**src/rtl/instr_fetch_unit.sv**
```systemverilog
// instr_fetch_unit: program counter, ROM fetch and instruction register feeding decode over valid/ready.
module instr_fetch_unit #(
  parameter int ADDR_W = 8,
  parameter int INSTR_W = 29,
  parameter logic [ADDR_W-1:0] RESET_PC = '0
) (
  input  logic               clk,
  input  logic               rst_n,
  input  logic               fetch_en,
  output logic [ADDR_W-1:0]  rom_addr,
  input  logic [INSTR_W-1:0] rom_data,
  input  logic               redirect_valid,
  input  logic [ADDR_W-1:0]  redirect_pc,
  output logic               instr_valid,
  input  logic               instr_ready,
  output logic [INSTR_W-1:0] instr_out,
  output logic [ADDR_W-1:0]  instr_pc,
  output logic [4:0]         opcode,
  output logic [3:0]         field_a,
  output logic [3:0]         field_b,
  output logic [15:0]        imm
);
  typedef enum logic [1:0] {BOOT, RUN, HOLD, IDLE} state_e;
  state_e state_q, state_d;
  logic [ADDR_W-1:0] pc_q, pc_d, ipc_q, ipc_d;
  logic [INSTR_W-1:0] instr_q, instr_d;
  logic valid_q, valid_d, xfer, cap, redir, load;
  always_comb begin
    xfer = valid_q && instr_ready;
    redir = state_q != BOOT && redirect_valid;
    cap = state_q != BOOT && fetch_en && (!valid_q || xfer);
    load = cap && !redir;
    pc_d = redir ? redirect_pc : cap ? pc_q + ADDR_W'(1) : pc_q;
    valid_d = !redir && (cap || (valid_q && !xfer));
    instr_d = load ? rom_data : instr_q;
    ipc_d = load ? pc_q : ipc_q;
    // a live word that was neither replaced nor squashed is being stalled by decode
    state_d = state_q == BOOT ? RUN : (valid_d && !load) ? HOLD : fetch_en ? RUN : IDLE;
  end
  always_ff @(posedge clk or negedge rst_n) begin
    if (!rst_n) begin
      state_q <= BOOT;
      pc_q <= RESET_PC;
      ipc_q <= '0;
      instr_q <= '0;
      valid_q <= 1'b0;
    end else begin
      state_q <= state_d;
      pc_q <= pc_d;
      ipc_q <= ipc_d;
      instr_q <= instr_d;
      valid_q <= valid_d;
    end
  end
  assign rom_addr = pc_q;
  assign instr_valid = valid_q;
  assign instr_out = instr_q;
  assign instr_pc = ipc_q;
  assign opcode = instr_q[28:24];
  assign field_a = instr_q[23:20];
  assign field_b = instr_q[19:16];
  assign imm = instr_q[15:0];
endmodule

```
**config.mk**
```make
export PLATFORM = sky130hd
export DESIGN_NAME = instr_fetch_unit
export DESIGN_NICKNAME = d
export VERILOG_FILES = /design/src/rtl/instr_fetch_unit.sv
export SDC_FILE = /design/constraint.sdc
export NUM_CORES = 1
export LEC_CHECK = 0
export CAP_MARGIN = 10
export CORE_MARGIN = 3
export CORE_UTILIZATION = 37
export CTS_CLUSTER_SIZE = 40
export DETAILED_ROUTE_END_ITERATION = 8
export GPL_ROUTABILITY_DRIVEN = 1
export PLACE_DENSITY = 0.89
export RECOVER_POWER = 100
export SLEW_MARGIN = 40
export SYNTH_ARGS = -nofsm -noshare
export SYNTH_HDL_FRONTEND = slang
export SYNTH_SLANG_ARGS = --single-unit
```
**constraint.sdc**
```tcl
create_clock -name clk -period 1.33 [get_ports clk]
set_input_delay 0.1995 -clock clk [delete_from_list [all_inputs] [get_ports clk]]
set_output_delay 0.1995 -clock clk [all_outputs]
set_load 0.05 [all_outputs]
```
==> metrics.txt <==
Netlist cell types=39; min-delay worst type=in -> reg; Filler Cell Count=509; Vias/cell=4.863; antenna violations before repair=0; core footprint=6096 µm²; Yosys top cell by area=dfrtp_1; Clock transition at path regs=0.08 ns; DR vias=1804; iteration-0 DRC count of the detailed router=56; Initial Utilization=39.47%; post-synth net total=228; synthesized instance count=185; Final ANT Viol Nets=0; final setup vio count=38; Ports=117; dpl hpwl=4.982 mm; DRC=0; actual slew at the worst max-slew pin=0.6642 ns; fraction of registers with async set/reset=100.0%; Area contributors post-synth=dfrtp_1 (50%), mux2_4 (12%), buf_4 (9.4%); final hold violations=0; largest net degree at the start of global routing=27; Layout Cells excl Fill=371; Max VDD drop=0.0009999 V; sequential area share after synthesis=49.92%; vias in the first global route=1913; headroom to the max-slew limit=55.72%; Final min period=1.443 ns; WP data arrival=1.62 ns; # port buffers=116; Crit Path Class=reg -> reg; clock buffer depth=2; clk_lat worst skew=0.30 ns; first-pass GRT wire length=9.936 mm; Total Power=5.929 mW; Inserted Diodes=0; crit path max-delay cell type=dfrtp_1; Final TNS setup=-3.095 ns; Cell Chain, Critical Path=or2_4 > nand4_4 > buf_12 > mux2_2; CP Buf/Inv Count=1; placed cells=360; RSZ-0062 raised after global routing=yes; startpoint types=flop; FMAX=693.0 MHz; Max-Cap Viols=0; number of flops mapped to enable cells by yosys=0; most used flip-flop cell after synthesis=dfrtp_1; CTS tree=built; GRT Overall Usage=16.84%; nets=338; failing checks=setup timing; Register Area=1211 µm²; Site Rows=28; area grow syn2layout=44.83%; PnR worst setup slack=-0.1129 ns; fraction of layout cells with a size suffix above 1=54.05%; total grt overflow=0; drt first pass iters=5; CP max stage delay=0.39 ns; synthesized cell area=2406 µm²; Worst Setup End Kind=flop; delay-heaviest family, CP=simple AND/OR/NAND/NOR gates; total wire length=6.461 mm; overall die area=7506 µm²; part of the cycle the worst path needs=108.5%; Required @ worst endpoint=1.51 ns; # H-tree levels=2; die height=86.64 µm; Crit Path Max Fanout=11; cts bufs inserted=5; synthesized flop and latch total=48; leakage=1.697 nW; most common cell after layout, fill and taps aside=clkbuf_2; run status=finished, violations left; GPL Wtd Cong=0.8303; area of the multi-input gates=917.1 µm²; clk_skew=0.01050 ns; final core area utilization=57.16%; Routed wire per std cell=17.42 µm; average instance area after synthesis=13.01 µm²; Synth top area share=49.92%; Max Transition Viols Final=0; clock root cell=clkbuf_8; Pwr Density=1702 nW/µm²; width of the die=86.64 µm; clock sinks=48; most frequent cells in the layout=clkbuf_2 (72), dfrtp_1 (40), clkdlybuf4s50_1 (39), mux2_4 (27), buf_4 (13); Synth Warn #=0
final timing paths:
path                       slack, ns             to  cells past startpoint            from
max                            -0.11  instr_out[15]                      4      state_q[0]
min                             0.50    rom_addr[7]                      3  redirect_pc[7]
max reg2reg                    -0.11  instr_out[15]                      4      state_q[0]
min reg2reg                     0.52    instr_pc[0]                      1     instr_pc[0]
max in group asynchronous       0.29    rom_addr[4]                      3           rst_n
min in group asynchronous       0.53  instr_out[28]                      3           rst_n
timing repair:
item,4_1_cts,5_1_grt
endpoints found under the hold margin,48,0
setup buffers,1,1
hold buffers,1,0
resized for setup,5,7
pin swaps,1,4
endpoints found under the setup margin,42,42
state kept, by name, summed over array words and instances, names as in the netlist:
signal / flops
instr_pc: 8
state_q: 2
rom_addr: 8
instr_valid: 1
instr_out: 29
tightest hold or removal path, cell delays in order:
cell	delay [ns]
clkdlybuf4s50_1	0.40
nand3_1	0.06
nand4_1	0.09
synth_stat cells, types with 2 or more instances:
cell type  number
and2_1          3
nand2_1         9
mux2_2         18
nand4_1         4
o22ai_1         2
buf_4          30
a22oi_1         2
buf_6           2
o21ai_0         3
nor2_1          4
or3_1           5
clkbuf_1        3
a21oi_1         2
nand3_1         6
buf_12          2
dfrtp_1        48
mux2_4         19
buf_2           2
layout make-up:
type | instances | share of cell area [%]
Sequential cell | 48 | 34.76
Timing Repair Buffer | 142 | 32.03
Multi-Input combinational cell | 96 | 26.32
Clock buffer | 7 | 2.765
Tap cell | 75 | 2.693
Clock inverter | 1 | 0.8618
Inverter | 2 | 0.5745
layer usage:
layer	GRT usage (%)	share of wire, %	vias to the layer above	wire length [µm]
met3	3.897	6.1	2	393
met5	0	0	-	0
met1	20.89	39	887	2491
met4	3.116	0.42	0	27
li1	-	-	845	-
met2	30.04	55	70	3548
through the flow:
| step | cell area [µm²] | hold slack, ns | setup WS [ns] |
|---|---|---|---|
| after floorplan | 2416 | -0.09609 | -0.09480 |
| after detailed placement | 4318 | 0.2042 | -0.3958 |
| after global routing | 3485 | 0.4893 | -0.1467 |
| after global placement | 4318 | 0.1967 | -0.3863 |
| after CTS | 4478 | 0.4309 | -0.1055 |
| final | 3485 | 0.4998 | -0.1129 |
power by group:
group | switching [mW] | total, mW | internal, mW
sequential | 0.209 | 1.93 | 1.73
combinational | 1.99 | 2.86 | 0.869
clock | 0.468 | 1.13 | 0.664
kinds of logic after synthesis:
logic type	Yosys count	share of synthesized area, %
flip-flops	48	49.92
buffers and inverters	41	13.68
AO/OA/AOI/OAI	17	5.252
multiplexers	38	20.70
AND/OR/NAND/NOR	40	9.932
adder cells (fa/ha/maj)	1	0.5199
(Power assumes the default switching activity.)
==> variant 1 (same settings) <==
The parameter `INSTR_W` goes from 29 to 58.
--- a/src/rtl/instr_fetch_unit.sv
+++ b/src/rtl/instr_fetch_unit.sv
@@ -1,7 +1,7 @@
 // instr_fetch_unit: program counter, ROM fetch and instruction register feeding decode over valid/ready.
 module instr_fetch_unit #(
   parameter int ADDR_W = 8,
-  parameter int INSTR_W = 29,
+  parameter int INSTR_W = 58,
   parameter logic [ADDR_W-1:0] RESET_PC = '0
 ) (
   input  logic               clk,
Interface: changed (resized instr_out and rom_data); port bits go from 117 to 175. The function was not compared with the original's and may differ.
==> variant 1 against the original RTL <==
Synthesized area increased by 38%; sequential cell count up 29; cell area grew 63%; power is 68% higher; routed wire length is 74% higher; highest routed layer unchanged; worst setup slack got worse by 0.078 ns; non-clock buffer count up 72; critical path depth is 1 higher; the run still ends with negative setup slack left.
==> variant 1: results (changes against the original RTL) <==
| Metric | Value |
|---|---|
| PortBufs | `174 (+50%)` |
| H-tree depth | `3 (+1)` |
| Min Hold Slack | `0.460 ns (-0.0394 ns)` |
| WL/cell | `21.1 µm (+21%)` |
| Placer Congestion | `0.832 (+0.23%)` |
| Hold EP | `instr_out[31]` |
| Final setup vio count | `72 (+89%)` |
| GR Util met3 | `7.54% (+3.6 points)` |
| Met2 GRT Util | `37.5% (+7.4 points)` |
| Post-cts sizing count | `34 (+29)` |
| Synth Area in Compound Gates | `5.54% (+0.28 points)` |
| Top delay family on crit path | `flip-flops` |
| Failing checks | `negative setup slack` |
| Adder-cell share of the synthesized area | `0.377% (-0.14 points)` |
| Reg2reg path depth | `5 (+1)` |
| Crit path DAT | `1.73 ns (+0.11 ns)` |
| CTS Buf Count | `9 (+4)` |
| FILL cells | `598 (+17%)` |
| Drt first-iter violations | `83 (+48%)` |
| N_taps | `105 (+40%)` |
| Vias in the first global route | `3004 (+57%)` |
| Bufs w/o clock | `214 (+51%)` |
| Synth Instances | `237 (+28%)` |
| First-pass GRT wire length | `16700 µm (+68%)` |
| Met1 WL | `4040 µm (+62%)` |
| DRT Pass-1 Iters | `4 (-1)` |
| Leakage | `2.63 nW (+55%)` |
| Post-Place Worst Slack | `-0.498 ns (-0.102 ns)` |
| Multi-input combinational area share | `23.3% (-3.0 points)` |
| Post-CTS Setup Bufs | `5 (+4)` |
| Clock skew | `0.0119 ns (+0.00139 ns)` |
| Status | `complete, but fails checks` |
| Final non-filler cell total | `534 (+44%)` |
| Final setup margin | `-0.191 ns (-0.0782 ns)` |
| Clock sinks | `77 (+60%)` |
| Mux cell area share after synthesis | `23.1% (+2.4 points)` |
| Clk_lat worst skew | `0.34 ns (+0.04 ns)` |
| Layout cells sized above 1 | `52.7% (-1.4 points)` |
## variant 1: cell count changes after synthesis, sizes merged, moves of 5 or more
| cell | before | now |
|---|---|---|
| nand4 | 5 | 0 |
| mux2 | 37 | 68 |
| dfrtp | 48 | 77 |
| nand2 | 9 | 4 |
## variant 1: how the worst max path moves through the flow
| stage | end | from | slack [ns] |
|---|---|---|---|
| 5_1_grt | instr_out[3] | state_q[0] | -0.25 |
| 3_5_place_dp | instr_out[17] | instr_ready | -0.50 |
| 3_3_place_gp | instr_out[13] | instr_ready | -0.47 |
| 6_report | instr_out[3] | state_q[0] | -0.19 |
| 4_1_cts | rom_addr[1] | state_q[1] | -0.23 |
| 2_1_floorplan | instr_out[14] | instr_valid | -0.30 |
## variant 1: power breakdown
group | internal (mW) | leakage (nW) | switching (mW) | total (mW)
combinational | 1.69 | 1.62 | 2.93 | 4.61
clock | 1.25 | 0.116 | 0.871 | 2.12
sequential | 2.79 | 0.894 | 0.422 | 3.21
total | 5.72 | 2.63 | 4.22 | 9.94
==> variant 2 (same flow settings) <==
Made on the original files. The 4 states of `state_e` get a one-hot encoding in 4 bits.
--- a/src/rtl/instr_fetch_unit.sv
+++ b/src/rtl/instr_fetch_unit.sv
@@ -20,7 +20,7 @@
   output logic [3:0]         field_b,
   output logic [15:0]        imm
 );
-  typedef enum logic [1:0] {BOOT, RUN, HOLD, IDLE} state_e;
+  typedef enum logic [3:0] {BOOT = 4'b0001, RUN = 4'b0010, HOLD = 4'b0100, IDLE = 4'b1000} state_e;
   state_e state_q, state_d;
   logic [ADDR_W-1:0] pc_q, pc_d, ipc_q, ipc_d;
   logic [INSTR_W-1:0] instr_q, instr_d;
Function: no difference found for any inputs over 10 cycles, from zero or initial values and one cycle with rst_n low; not proved beyond that.
==> variant 2 against the original RTL <==
The flow still finishes with violations (negative setup slack); sequential power up 8%; synthesized cell count grew 1.1%; synthesized area down 3.0%; cell area rose by 1.9%; clock skew decreased by 0.0050 ns; sequential cell count up 2; power is 9.9% higher; routed wire length grew 13%; worst setup slack lost 0.26 ns; critical endpoint is now rom_addr[0].
==> variant 2: results (changes against the original RTL) <==
| Metric | Value |
|---|---|
| Via density | `5.10 (+4.9%)` |
| RR Endpoint | `rom_addr[0]` |
| Total Nets Final | `349 (+3.3%)` |
| Post-synth top cells | `dfrtp_1 (49), mux2_2 (37), buf_4 (29)` |
| Leakage | `1.63 nW (-3.7%)` |
| Final setup vio count | `48 (+26%)` |
| Placer Congestion | `0.830 (about the same)` |
| WL/cell | `19.2 µm (+10%)` |
| Final setup margin | `-0.369 ns (-0.256 ns)` |
| First-pass GRT wire length | `10500 µm (+6.0%)` |
| Largest net degree at the start of global routing | `38 (+41%)` |
| Worst hold path type | `in -> async` |
| GR Util met1 | `20.7% (-0.20 points)` |
| Vias in the first global route | `2067 (+8.1%)` |
| Worst setup endpoint | `rom_addr[0]` |
| Syn_nets | `230 (+0.88%)` |
| CTS root buf | `clkbuf_8` |
| Global Route Usage Sum | `18.3% (+1.5 points)` |
| Met2 GRT Util | `34.5% (+4.4 points)` |
| DRT Pass-1 Iters | `4 (-1)` |
| Crit path DAT | `1.93 ns (+0.31 ns)` |
| Crit path max fanout | `5 (-6)` |
| GR Util met3 | `3.59% (-0.31 points)` |
| Clock skew | `0.00548 ns (-0.00502 ns)` |
| HPWL Detailed | `5070 µm (+1.8%)` |
| Largest cells by area after synthesis | `dfrtp_1 (53%), mux2_2 (18%), buf_4 (9.3%), o22ai_1 (1.6%), nand2_1 (1.4%)` |
| Reg2reg start | `state_q[0]` |
| Failing checks | `negative setup slack` |
| Maximum vdd drop | `0.00104 V (+4.2%)` |
| FILL cells | `477 (-6.3%)` |
| Sequential area share after synthesis | `53.6% (+3.7 points)` |
| Status | `complete, but fails checks` |
| Layout cells sized above 1 | `57.2% (+3.1 points)` |
==> variant 2: cell count changes in the layout (fill, tap and decap cells not counted), moves of 3 or more <==
cell     before  now
buf_12       11    6
buf_6         1    6
dfrtp_1      40   48
dfrtp_2       8    1
mux2_2       10   36
mux2_4       27    2
nand2_1       9    5
nand2_2       0    3
o22ai_2       0    4
or3_1         5    0
==> variant 2: area by class of cell <==
cell class / instances / share of cell area, %
clock buffer: 6 / 2.33
sequential: 50 / 35.3
tap: 75 / 2.64
timing repair buffer: 149 / 32.8
clock inverter: 1 / 0.846
multi-input combinational: 99 / 26.0
inverter: 1 / 0.106
==> variant 2: stage by stage <==
step           instances  power, mW  setup TNS (ns)  area, µm²  setup slack (ns)
2_1_floorplan        187       4.63          -17.30       2410            -0.433
3_3_place_gp         365       7.01          -19.50       4330            -0.465
3_5_place_dp         365       7.11          -21.58       4330            -0.524
4_1_cts              375       8.20          -12.09       4510            -0.369
5_1_grt              381       6.77          -16.69       3550            -0.403
6_report             381       6.52          -13.97       3550            -0.369
==> variant 2: worst min path at each step <==
stage,from,endpoint,slack [ns],depth (start not counted)
after global routing,rst_n,instr_out[22],0.40,2
final,rst_n,instr_out[22],0.38,2
after floorplan,rst_n,instr_out[0],-0.1,0
after detailed placement,rst_n,instr_out[17],0.07,1
after global placement,rst_n,instr_out[23],0.07,1
after CTS,rst_n,instr_out[22],0.31,2
==> variant 2: report_power, final <==
group          switching (mW)  internal, mW
combinational            2.42         0.933
clock                   0.479         0.602
sequential              0.246          1.84
total                    3.14          3.37
==> variant 2: repair_timing <==
action,4_1_cts,5_1_grt
cloned,0,4
endpoints found under the setup margin,47,48
hold buffers,1,0
hold endpoints to repair,6,0
resized for setup,7,11
pin swaps,3,1
buffers inserted,2,2
==> variant 2: routing by layer <==
layer  wire, µm  share of wire, %  up-vias
met2       3910                54      106
met5          0                 0        -
met3        584               8.0       16
li1           -                 -      869
met4        221               3.0        0
met1       2600                35      952
==> variant 2: critical path, cell delays in order, from the launching register on <==
cell and delay (ns):
dfstp_2 0.55, or4b_4 0.52, and3_4 0.20, mux2_4 0.26, a21oi_2 0.11
==> variant 2: logic make-up after synthesis <==
group	synth area share, %
simple gates	9.70
compound gates	5.14
mux	19.8
fa+ha+maj	0.536
other cells	0.161
buf+inv	11.0
flops	53.6
